### src/rtl/ctrl_pkg.sv
// Shared encodings for the pipelined control unit:
// opcodes, condition codes, NZCV indices, flag-write bits.
package ctrl_pkg;

  localparam logic [1:0] OP_DP  = 2'b00;
  localparam logic [1:0] OP_MEM = 2'b01;
  localparam logic [1:0] OP_BR  = 2'b10;

  localparam logic [3:0] COND_EQ = 4'h0;
  localparam logic [3:0] COND_NE = 4'h1;
  localparam logic [3:0] COND_CS = 4'h2;
  localparam logic [3:0] COND_CC = 4'h3;
  localparam logic [3:0] COND_MI = 4'h4;
  localparam logic [3:0] COND_PL = 4'h5;
  localparam logic [3:0] COND_VS = 4'h6;
  localparam logic [3:0] COND_VC = 4'h7;
  localparam logic [3:0] COND_HI = 4'h8;
  localparam logic [3:0] COND_LS = 4'h9;
  localparam logic [3:0] COND_GE = 4'hA;
  localparam logic [3:0] COND_LT = 4'hB;
  localparam logic [3:0] COND_GT = 4'hC;
  localparam logic [3:0] COND_LE = 4'hD;
  localparam logic [3:0] COND_AL = 4'hE;
  localparam logic [3:0] COND_NV = 4'hF;

  localparam int FLAG_N = 3;
  localparam int FLAG_Z = 2;
  localparam int FLAG_C = 1;
  localparam int FLAG_V = 0;

  // flagWrite[FW_NZ] guards N/Z, flagWrite[FW_CV] guards C/V
  localparam int FW_NZ = 1;
  localparam int FW_CV = 0;

endpackage

### src/rtl/pipelined_control_unit_if.sv
// Control-unit bus: instruction fields and hazard inputs
// from the datapath (master), decoded controls back (slave).
interface pipelined_control_unit_if #(
  parameter int ALU_CTRL_W = 4,
  parameter int REG_ADDR_W = 4
);
  logic [1:0]            op_d;
  logic [5:0]            funct_d;
  logic [3:0]            cond_d;
  logic [REG_ADDR_W-1:0] rd_d;
  logic [3:0]            alu_flags_e;
  logic                  flush_e;

  logic [1:0]            imm_src_d;
  logic [1:0]            reg_src_d;
  logic [ALU_CTRL_W-1:0] alu_control_e;
  logic                  alu_src_e;
  logic                  mov_imm_e;
  logic                  branch_taken_e;
  logic                  mem_write_m;
  logic                  reg_write_w;
  logic [1:0]            result_src_w;
  logic                  reg_data_src_w;
  logic                  dest_src_w;
  logic                  pc_write_w;
  logic [3:0]            flags_q;

  modport master (
    output op_d, funct_d, cond_d, rd_d,
    output alu_flags_e, flush_e,
    input  imm_src_d, reg_src_d,
    input  alu_control_e, alu_src_e,
    input  mov_imm_e, branch_taken_e,
    input  mem_write_m, reg_write_w,
    input  result_src_w, reg_data_src_w,
    input  dest_src_w, pc_write_w, flags_q
  );

  modport slave (
    input  op_d, funct_d, cond_d, rd_d,
    input  alu_flags_e, flush_e,
    output imm_src_d, reg_src_d,
    output alu_control_e, alu_src_e,
    output mov_imm_e, branch_taken_e,
    output mem_write_m, reg_write_w,
    output result_src_w, reg_data_src_w,
    output dest_src_w, pc_write_w, flags_q
  );
endinterface

### src/rtl/pipelined_control_unit_cond_check.sv
// Condition-field evaluator against NZCV.
// COND_EXEC_EN undefined: every instruction executes.
module cond_check
  import ctrl_pkg::*;
(
  input  logic [3:0] cond,
  input  logic [3:0] flags,
  output logic       condEx
);
`ifdef COND_EXEC_EN
  logic n, z, c, v;

  assign n = flags[FLAG_N];
  assign z = flags[FLAG_Z];
  assign c = flags[FLAG_C];
  assign v = flags[FLAG_V];

  always_comb begin
    condEx = 1'b0;
    unique case (cond)
      COND_EQ: condEx = z;
      COND_NE: condEx = ~z;
      COND_CS: condEx = c;
      COND_CC: condEx = ~c;
      COND_MI: condEx = n;
      COND_PL: condEx = ~n;
      COND_VS: condEx = v;
      COND_VC: condEx = ~v;
      COND_HI: condEx = c & ~z;
      COND_LS: condEx = ~c | z;
      COND_GE: condEx = (n == v);
      COND_LT: condEx = (n != v);
      COND_GT: condEx = ~z & (n == v);
      COND_LE: condEx = z | (n != v);
      COND_AL: condEx = 1'b1;
      COND_NV: condEx = 1'b0;
      default: condEx = 1'b0;
    endcase
  end
`else
  logic unusedIn;

  assign unusedIn = ^{cond, flags};
  assign condEx   = 1'b1;
`endif
endmodule

### src/rtl/pipelined_control_unit.sv
// D-stage decode, E/M/W control pipeline and NZCV register.
// COND_EXEC_EN enables conditional execution in Execute.
module pipelined_control_unit
  import ctrl_pkg::*;
#(
  parameter int ALU_CTRL_W = 4,
  parameter int REG_ADDR_W = 4
) (
  input logic clk,
  input logic reset_n,
  pipelined_control_unit_if.slave bus
);

  typedef struct packed {
    logic                  regWrite;
    logic                  memWrite;
    logic                  branch;
    logic [1:0]            flagWrite;
    logic [1:0]            resultSrc;
    logic [ALU_CTRL_W-1:0] aluControl;
    logic                  aluSrc;
    logic                  movImm;
    logic                  regDataSrc;
    logic                  destSrc;
    logic [3:0]            cond;
    logic [REG_ADDR_W-1:0] rd;
  } idEx_t;

  typedef struct packed {
    logic                  regWrite;
    logic                  memWrite;
    logic [1:0]            resultSrc;
    logic                  regDataSrc;
    logic                  destSrc;
    logic [REG_ADDR_W-1:0] rd;
  } exMem_t;

  typedef struct packed {
    logic                  regWrite;
    logic [1:0]            resultSrc;
    logic                  regDataSrc;
    logic                  destSrc;
    logic [REG_ADDR_W-1:0] rd;
  } memWb_t;

  logic [1:0] op;
  logic [5:0] f;
  logic       isDp, isMem, isBr, bx;
  logic       fwCv;
  idEx_t      dec, exQ;
  exMem_t     memD, memQ;
  memWb_t     wbQ;
  logic [3:0] flagsQ;
  logic       condEx;

  assign op    = bus.op_d;
  assign f     = bus.funct_d;
  assign isDp  = (op == OP_DP);
  assign isMem = (op == OP_MEM);
  assign isBr  = (op == OP_BR);
  assign bx    = isDp & (f == 6'b010010);
  assign fwCv  = (f[4:1] == 4'd2)
               | (f[4:1] == 4'd4)
               | (f[4:1] == 4'd10);

  assign bus.imm_src_d = op;
  assign bus.reg_src_d = {isBr, isMem};

  always_comb begin
    dec            = '0;
    dec.cond       = bus.cond_d;
    dec.rd         = bus.rd_d;
    dec.aluControl = ALU_CTRL_W'(4'b0100);
    dec.aluSrc     = 1'b1;
    unique case (1'b1)
      isDp: begin
        dec.regWrite = (~f[5] & (f[4:1] != 4'b1010))
                     | (f == 6'b111010);
        dec.branch     = bx;
        dec.resultSrc  = {bx, bx};
        dec.aluControl = ALU_CTRL_W'(f[4:1]);
        dec.aluSrc     = 1'b0;
        dec.movImm     = f[5];
        dec.flagWrite[FW_NZ] = f[0];
        dec.flagWrite[FW_CV] = f[0] & fwCv;
      end
      isMem: begin
        dec.regWrite  = f[0];
        dec.memWrite  = ~f[0];
        dec.resultSrc = 2'b01;
      end
      isBr: begin
        dec.regWrite   = f[4];
        dec.branch     = f[5];
        dec.regDataSrc = f[4];
        dec.destSrc    = 1'b1;
      end
      default: ;
    endcase
  end

  // a flush turns the incoming slot into an all-zero bubble
  always_ff @(posedge clk) begin
    if (!reset_n || bus.flush_e) exQ <= '0;
    else                         exQ <= dec;
  end

  cond_check u_condCheck (
    .cond   (exQ.cond),
    .flags  (flagsQ),
    .condEx (condEx)
  );

  always_ff @(posedge clk) begin
    if (!reset_n) begin
      flagsQ <= '0;
    end else begin
      if (exQ.flagWrite[FW_NZ] && condEx)
        flagsQ[FLAG_N:FLAG_Z] <=
          bus.alu_flags_e[FLAG_N:FLAG_Z];
      if (exQ.flagWrite[FW_CV] && condEx)
        flagsQ[FLAG_C:FLAG_V] <=
          bus.alu_flags_e[FLAG_C:FLAG_V];
    end
  end

  always_comb begin
    memD            = '0;
    memD.regWrite   = exQ.regWrite & condEx;
    memD.memWrite   = exQ.memWrite & condEx;
    memD.resultSrc  = exQ.resultSrc;
    memD.regDataSrc = exQ.regDataSrc;
    memD.destSrc    = exQ.destSrc;
    memD.rd         = exQ.rd;
  end

  always_ff @(posedge clk) begin
    if (!reset_n) begin
      memQ <= '0;
      wbQ  <= '0;
    end else begin
      memQ           <= memD;
      wbQ.regWrite   <= memQ.regWrite;
      wbQ.resultSrc  <= memQ.resultSrc;
      wbQ.regDataSrc <= memQ.regDataSrc;
      wbQ.destSrc    <= memQ.destSrc;
      wbQ.rd         <= memQ.rd;
    end
  end

  assign bus.alu_control_e  = exQ.aluControl;
  assign bus.alu_src_e      = exQ.aluSrc;
  assign bus.mov_imm_e      = exQ.movImm;
  assign bus.branch_taken_e = exQ.branch & condEx;
  assign bus.mem_write_m    = memQ.memWrite;
  assign bus.reg_write_w    = wbQ.regWrite;
  assign bus.result_src_w   = wbQ.resultSrc;
  assign bus.reg_data_src_w = wbQ.regDataSrc;
  assign bus.dest_src_w     = wbQ.destSrc;
  assign bus.pc_write_w     = wbQ.regWrite & (&wbQ.rd);
  assign bus.flags_q        = flagsQ;

endmodule

### src/flat_wrapper.sv
// flat-port wrapper written by rule: the top's interface ports become plain ports
module pipelined_control_unit_flat import ctrl_pkg::*;
#(
  parameter int ALU_CTRL_W = 4,
  parameter int REG_ADDR_W = 4
)
  (clk, reset_n, bus_op_d, bus_funct_d, bus_cond_d, bus_rd_d, bus_alu_flags_e, bus_flush_e, bus_imm_src_d, bus_reg_src_d, bus_alu_control_e, bus_alu_src_e, bus_mov_imm_e, bus_branch_taken_e, bus_mem_write_m, bus_reg_write_w, bus_result_src_w, bus_reg_data_src_w, bus_dest_src_w, bus_pc_write_w, bus_flags_q);
  pipelined_control_unit_if #(.ALU_CTRL_W(ALU_CTRL_W), .REG_ADDR_W(REG_ADDR_W)) bus_i ();
  input logic clk;
  input logic reset_n;
  input wire logic [$bits(bus_i.op_d)-1:0] bus_op_d;
  input wire logic [$bits(bus_i.funct_d)-1:0] bus_funct_d;
  input wire logic [$bits(bus_i.cond_d)-1:0] bus_cond_d;
  input wire logic [$bits(bus_i.rd_d)-1:0] bus_rd_d;
  input wire logic [$bits(bus_i.alu_flags_e)-1:0] bus_alu_flags_e;
  input wire logic [$bits(bus_i.flush_e)-1:0] bus_flush_e;
  output wire logic [$bits(bus_i.imm_src_d)-1:0] bus_imm_src_d;
  output wire logic [$bits(bus_i.reg_src_d)-1:0] bus_reg_src_d;
  output wire logic [$bits(bus_i.alu_control_e)-1:0] bus_alu_control_e;
  output wire logic [$bits(bus_i.alu_src_e)-1:0] bus_alu_src_e;
  output wire logic [$bits(bus_i.mov_imm_e)-1:0] bus_mov_imm_e;
  output wire logic [$bits(bus_i.branch_taken_e)-1:0] bus_branch_taken_e;
  output wire logic [$bits(bus_i.mem_write_m)-1:0] bus_mem_write_m;
  output wire logic [$bits(bus_i.reg_write_w)-1:0] bus_reg_write_w;
  output wire logic [$bits(bus_i.result_src_w)-1:0] bus_result_src_w;
  output wire logic [$bits(bus_i.reg_data_src_w)-1:0] bus_reg_data_src_w;
  output wire logic [$bits(bus_i.dest_src_w)-1:0] bus_dest_src_w;
  output wire logic [$bits(bus_i.pc_write_w)-1:0] bus_pc_write_w;
  output wire logic [$bits(bus_i.flags_q)-1:0] bus_flags_q;
  assign bus_i.op_d = bus_op_d;
  assign bus_i.funct_d = bus_funct_d;
  assign bus_i.cond_d = bus_cond_d;
  assign bus_i.rd_d = bus_rd_d;
  assign bus_i.alu_flags_e = bus_alu_flags_e;
  assign bus_i.flush_e = bus_flush_e;
  assign bus_imm_src_d = bus_i.imm_src_d;
  assign bus_reg_src_d = bus_i.reg_src_d;
  assign bus_alu_control_e = bus_i.alu_control_e;
  assign bus_alu_src_e = bus_i.alu_src_e;
  assign bus_mov_imm_e = bus_i.mov_imm_e;
  assign bus_branch_taken_e = bus_i.branch_taken_e;
  assign bus_mem_write_m = bus_i.mem_write_m;
  assign bus_reg_write_w = bus_i.reg_write_w;
  assign bus_result_src_w = bus_i.result_src_w;
  assign bus_reg_data_src_w = bus_i.reg_data_src_w;
  assign bus_dest_src_w = bus_i.dest_src_w;
  assign bus_pc_write_w = bus_i.pc_write_w;
  assign bus_flags_q = bus_i.flags_q;
  pipelined_control_unit #(.ALU_CTRL_W(ALU_CTRL_W), .REG_ADDR_W(REG_ADDR_W)) u_core (.clk(clk), .reset_n(reset_n), .bus(bus_i));
endmodule
### config.mk
export PLATFORM = sky130hd
export DESIGN_NAME = pipelined_control_unit_flat
export DESIGN_NICKNAME = d
export VERILOG_FILES = /design/src/rtl/ctrl_pkg.sv /design/src/rtl/pipelined_control_unit_if.sv /design/src/rtl/pipelined_control_unit_cond_check.sv /design/src/rtl/pipelined_control_unit.sv /design/src/flat_wrapper.sv
export SDC_FILE = /design/constraint.sdc
export NUM_CORES = 1
export LEC_CHECK = 0
export ABC_AREA = 1
export BUFFER_PORTS_ARGS = -buffer_cell sky130_fd_sc_hd__buf_2
export CAP_MARGIN = 15
export CORE_UTILIZATION = 52
export DETAILED_ROUTE_END_ITERATION = 7
export HOLD_SLACK_MARGIN = 0.12
export MAX_ROUTING_LAYER = met4
export PLACE_DENSITY = 0.81
export SLEW_MARGIN = 40
export SYNTH_ARGS = -nofsm -noshare
export SYNTH_HDL_FRONTEND = slang
export SYNTH_SLANG_ARGS = --single-unit
export TNS_END_PERCENT = 30
### constraint.sdc
create_clock -name clk -period 2 [get_ports clk]
set_input_delay 0.1 -clock clk [delete_from_list [all_inputs] [get_ports clk]]
set_output_delay 0.1 -clock clk [all_outputs]
set_load 0.01 [all_outputs]
---- Word level (Yosys, flattened, before mapping) ----
Index checks and enable logic that the tools add are counted.
W data, S select, Z words.
word-level totals
  flip-flop bits (word level) ............. 42
  word-level logic and storage cells ...... 57
  input bits .............................. 23
  output and inout port bits .............. 22
operators by class
  reduce and logical (&&, ||, !) cells .... 7
  bitwise gates (word level) .............. 12
  equal/unequal tests ..................... 8
  mux-type cells .......................... 5
operators with widths
  cell                  count
  $eq A6 B5 Y1 const B  1
  $eq A6 B6 Y1 const B  1
  $reduce_or A2 Y1      3
  $mux W5               1
  $not A1 Y1            5
  $and A1 B1 Y1         4
  $eq A4 B2 Y1 const B  1
  $eq A4 B3 Y1 const B  1
  $eq A4 B4 Y1 const B  1
  $ne A4 B4 Y1 const B  1
  $pmux W2 S2           1
  $reduce_and A4 Y1     1
  $or A1 B1 Y1          3
  $pmux W1 S3           1
  $eq A2 B1 Y1 const B  1
  $eq A2 B2 Y1 const B  1
  $logic_not A2 Y1      1
  $pmux W1 S2           1
  $logic_not A1 Y1      1
  $logic_or A1 B1 Y1    1
  $mux W1               1

---- Longest topological paths before layout ----
  depth after elaboration ................. 4
  gate-level depth with buffers ........... 7

---- Hierarchy ----
Synthesis repeated with hierarchy kept, for this count alone.
unflattened totals
  cells, all modules ...................... 191
  area, all modules ....................... 1551.5 um2
modules (own cells, without submodules)
  module                  instances  cells an instance  seq. area each (um2)  area each (um2)
  pipelined_control_unit  1          189                920.9                 1540.2
  cond_check              1          2                  0.0                   11.3

---- Least setup slack after synthesis ----
OpenSTA, ideal clock, no wires.
  path kind ............................... input to register
  from .................................... input bus_flush_e
  to ...................................... register u_core.exQ[16] (netlist name)
  arrival time ............................ 672 ps
  stages .................................. 7
  setup slack ............................. 1268 ps
  path buffers ............................ 0
  cell sequence ........................... inv_1 > nand2_8 > nor2_4 > inv_2 > nor2_4 > inv_2 > nand2_1
on the way
  word-level cells in the longest chain between the ends .. 1
ends and longest elaborated chain
  what                    line                           RTL
  start: declaration      flat_wrapper.sv:16             input wire logic [$bits(bus_i.flush_e)-1:0] bus_flush_e;
  $logic_or A1 B1 Y1      pipelined_control_unit.sv:104  if (!reset_n || bus.flush_e) exQ <= '0;
  end signal: assignment  pipelined_control_unit.sv:104
  end signal: assignment  pipelined_control_unit.sv:105  else exQ <= dec;
  end: declaration        pipelined_control_unit.sv:50   idEx_t dec, exQ;
Every way passes these cells.
A chain may end at the register's enable or synchronous reset.

---- Worst setup path after layout ----
  from .................................... input bus_flush_e
  to ...................................... register u_core.exQ[18] (netlist name)
on the way
  word-level cells in the longest chain between the ends .. 2
ends and longest elaborated chain
  what                        line
  $logic_or A1 B1 Y1          pipelined_control_unit.sv:104
  $reduce_or A2 Y1 (no line)  --
Every way passes these cells.

==> flow_metrics.py <==
metrics = {
    "outcome": {
        "status": "finished, final reports clean",
    },
    "route": {
        "antenna_left": 0,
        "via_count": 1131,
        "drt_iter0_markers": 20,
        "wl_per_cell_um": 10.2,
        "first_pass_iters": 4,
        "wl_um": 2660,
        "drc": 0,
        "post_drt_via_cell_ratio": 4.32,
    },
    "final_layout": {
        "most-common-layout-cells": "dfxtp_1, buf_2, nand2_1",
        "nets": 254,
        "drive_gt1_frac": 0.228,
        "nFillCells": 192,
        "multi_input_area_um2": 348,
        "mostFrequentLayoutCell": "dfxtp_1",
        "antenna-diode-count": 0,
        "fin_cells": 262,
        "syn2layout_area_growth_pct": 32.0,
        "final_util": 0.745,
        "register_area_um2": 841,
    },
    "sta": {
        "setup_viol_count_final": 0,
        "finalCriticalPeriod_ps": 1700,
        "fin_tns_setup_ps": 0,
        "drv_slew": 0,
        "rsz0062_at_grt": "false",
        "relSlewSlack": 0.693,
        "final.period_utilization": 0.850,
        "worstMarginPinSlew_ps": 461,
        "finClkSkew_ps": 4.99,
        "hold_viol": 0,
        "clock.fmax_mhz": 588,
    },
    "worst_hold_path": {
        "hold_depth": 5,
        "hold_class": "input port to flop",
    },
    "synthesis": {
        "netlist_area_um2": 1420,
        "synthCells": 172,
        "avgSynthCellArea_um2": 8.28,
        "synthDistinctLibCells": 15,
        "yosysWarnings": 0,
        "seq_area_frac_synth": 0.591,
        "synth_fp_nets": 195,
        "synth-seq-cells": 42,
    },
    "placement": {
        "hpwl_um": 1430,
        "routabilityCongestion": 0.822,
        "port_buffers": 40,
        "dp_cells": 229,
    },
    "critical_path": {
        "worst_setup_path_end_kind": "flop",
        "slowest_stage": "dlygate4sd3_1",
        "rr_worst_depth": 2,
        "critPathLaunchType": "input port",
        "worstPathBufferInverterCount": 5,
        "cp.depth": 10,
        "crit_arrival_ps": 1980,
        "required_ps": 2290,
        "crit_fanout": 10,
        "cp_top_family": "buffers and inverters",
        "worst_path_largest_cell_delay_ps": 550,
        "crit_type": "input port to flop",
        "crit_chain": "dlygate4sd3_1 > buf_2 > inv_1 > nand2_8 > nor2_4 > nand2_1 > inv_1 > nand2_1 > nor2_1 > dlygate4sd3_1",
    },
    "global_routing": {
        "grt_pass1_vias": 1045,
        "overflow": 0,
        "grt_max_degree": 26,
        "antenna_found_initial": 0,
        "gr-usage-all-layers": 0.224,
        "grt_pass1_wl_um": 4340,
    },
    "clock_tree": {
        "clock-root-buffer": "clkbuf_4",
        "clkTransAtPathRegs_ps": 100,
        "cts_buffers": 5,
        "clock_sinks": 42,
        "htreeDepth": 2,
        "cts_tree": "done",
        "cts_resized": 0,
        "clk_latency_ps": 340,
        "cts.path.max_buffers": 2,
    },
    "die": {
        "io_pins": 45,
        "rows": 18,
        "die_height_um": 54.3,
        "initial_core_util": 0.564,
        "die_area_um2": 2950,
        "core_area_um2": 2520,
        "die_x_um": 54.3,
    },
    "power_and_ir_drop": {
        "p_leak_uw": 0.00110,
        "power_uw": 1390,
        "vdd_drop_max_mv": 0.599,
        "p_per_area_nw_per_um2": 740,
    },
    "flow_run": {
        "drv_cap": 0,
    },
}
-- registers in the layout (all words and copies together), names as in the netlist, 2 cells and up --
| signal | flops |
|---|---|
| u_core.bus.flags_q | 4 |
| u_core.bus.alu_control_e | 4 |
| u_core.bus.result_src_w | 2 |
| u_core.exQ | 13 |
| u_core.memQ | 9 |
| u_core.wbQ | 4 |
-- cell usage after synthesis --
| master | number | area, um^2 |
|---|---|---|
| dfxtp_1 | 42 | 841 |
| o21ai_0 | 5 | 25.0 |
| nand4_1 | 1 | 6.26 |
| inv_1 | 36 | 135 |
| or2_4 | 1 | 8.76 |
| nor3_1 | 1 | 5.00 |
| nand2_8 | 1 | 20.0 |
| inv_2 | 2 | 7.51 |
| nor2_4 | 2 | 22.5 |
| nand3_1 | 2 | 10.0 |
| nor2_1 | 27 | 101 |
| nand2_1 | 37 | 139 |
| buf_4 | 11 | 82.6 |
| buf_2 | 2 | 10.0 |
| a21oi_1 | 2 | 10.0 |
-- cell families after synthesis --
logic type      count (synthesis)  synth area share
simple gates                   72             0.220
buf+inv                        51             0.165
flops                          42             0.591
compound gates                  7            0.0246
-- worst register-to-register path: stages (launching register included) --
cell	delay [ps]
dfxtp_1	340
o21ai_0	260
nor2_1	80
-- final cells by class --
cell class,instances,share of cell area
inverter,38,0.0759
tap,30,0.0200
clock inverter,1,0.00266
sequential,42,0.447
timing repair buffer,65,0.240
multi-input combinational,79,0.185
clock buffer,7,0.0293
-- stage by stage --
stage | instance area, um^2 | setup WS, ps | hold WS [ps]
after detailed placement | 1570 | 895 | 299
final | 1880 | 300 | 145
after global placement | 1570 | 903 | 295
after floorplan | 1420 | 1270 | 172
after CTS | 1880 | 373 | 124
after global routing | 1880 | 210 | 152
-- final timing paths --
check	startpoint	endpoint	slack [ps]
max	bus_flush_e	u_core.exQ[18]$_SDFF_PP0_	300
min	bus_op_d[1]	u_core.exQ[19]$_SDFF_PP0_	150
max reg2reg	u_core.bus.flags_q[3]$_SDFFE_PN0P_	u_core.bus.flags_q[3]$_SDFFE_PN0P_	1220
min reg2reg	u_core.memQ[1]$_SDFF_PN0_	u_core.wbQ[1]$_SDFF_PN0_	420
-- per-layer routing --
metal	track usage	up-vias	part of all wire
li1	-	599	-
met1	0.220	491	0.41
met2	0.388	34	0.53
met3	0.0750	7	0.048
met4	0.120	0	0.019
met5	-	-	0
-- power by group --
group,internal (uW),switching (uW)
Combinational,61.1,61.1
Clock,170,241
Sequential,853,4.55
Total,1080,306
-- what timing repair did --
action | in CTS | in global routing
endpoints found under the hold margin | 23 | 0
hold buffers | 25 | 0
setup buffers | 0 | 0
Note: power is estimated with default switching activity, not from simulation.
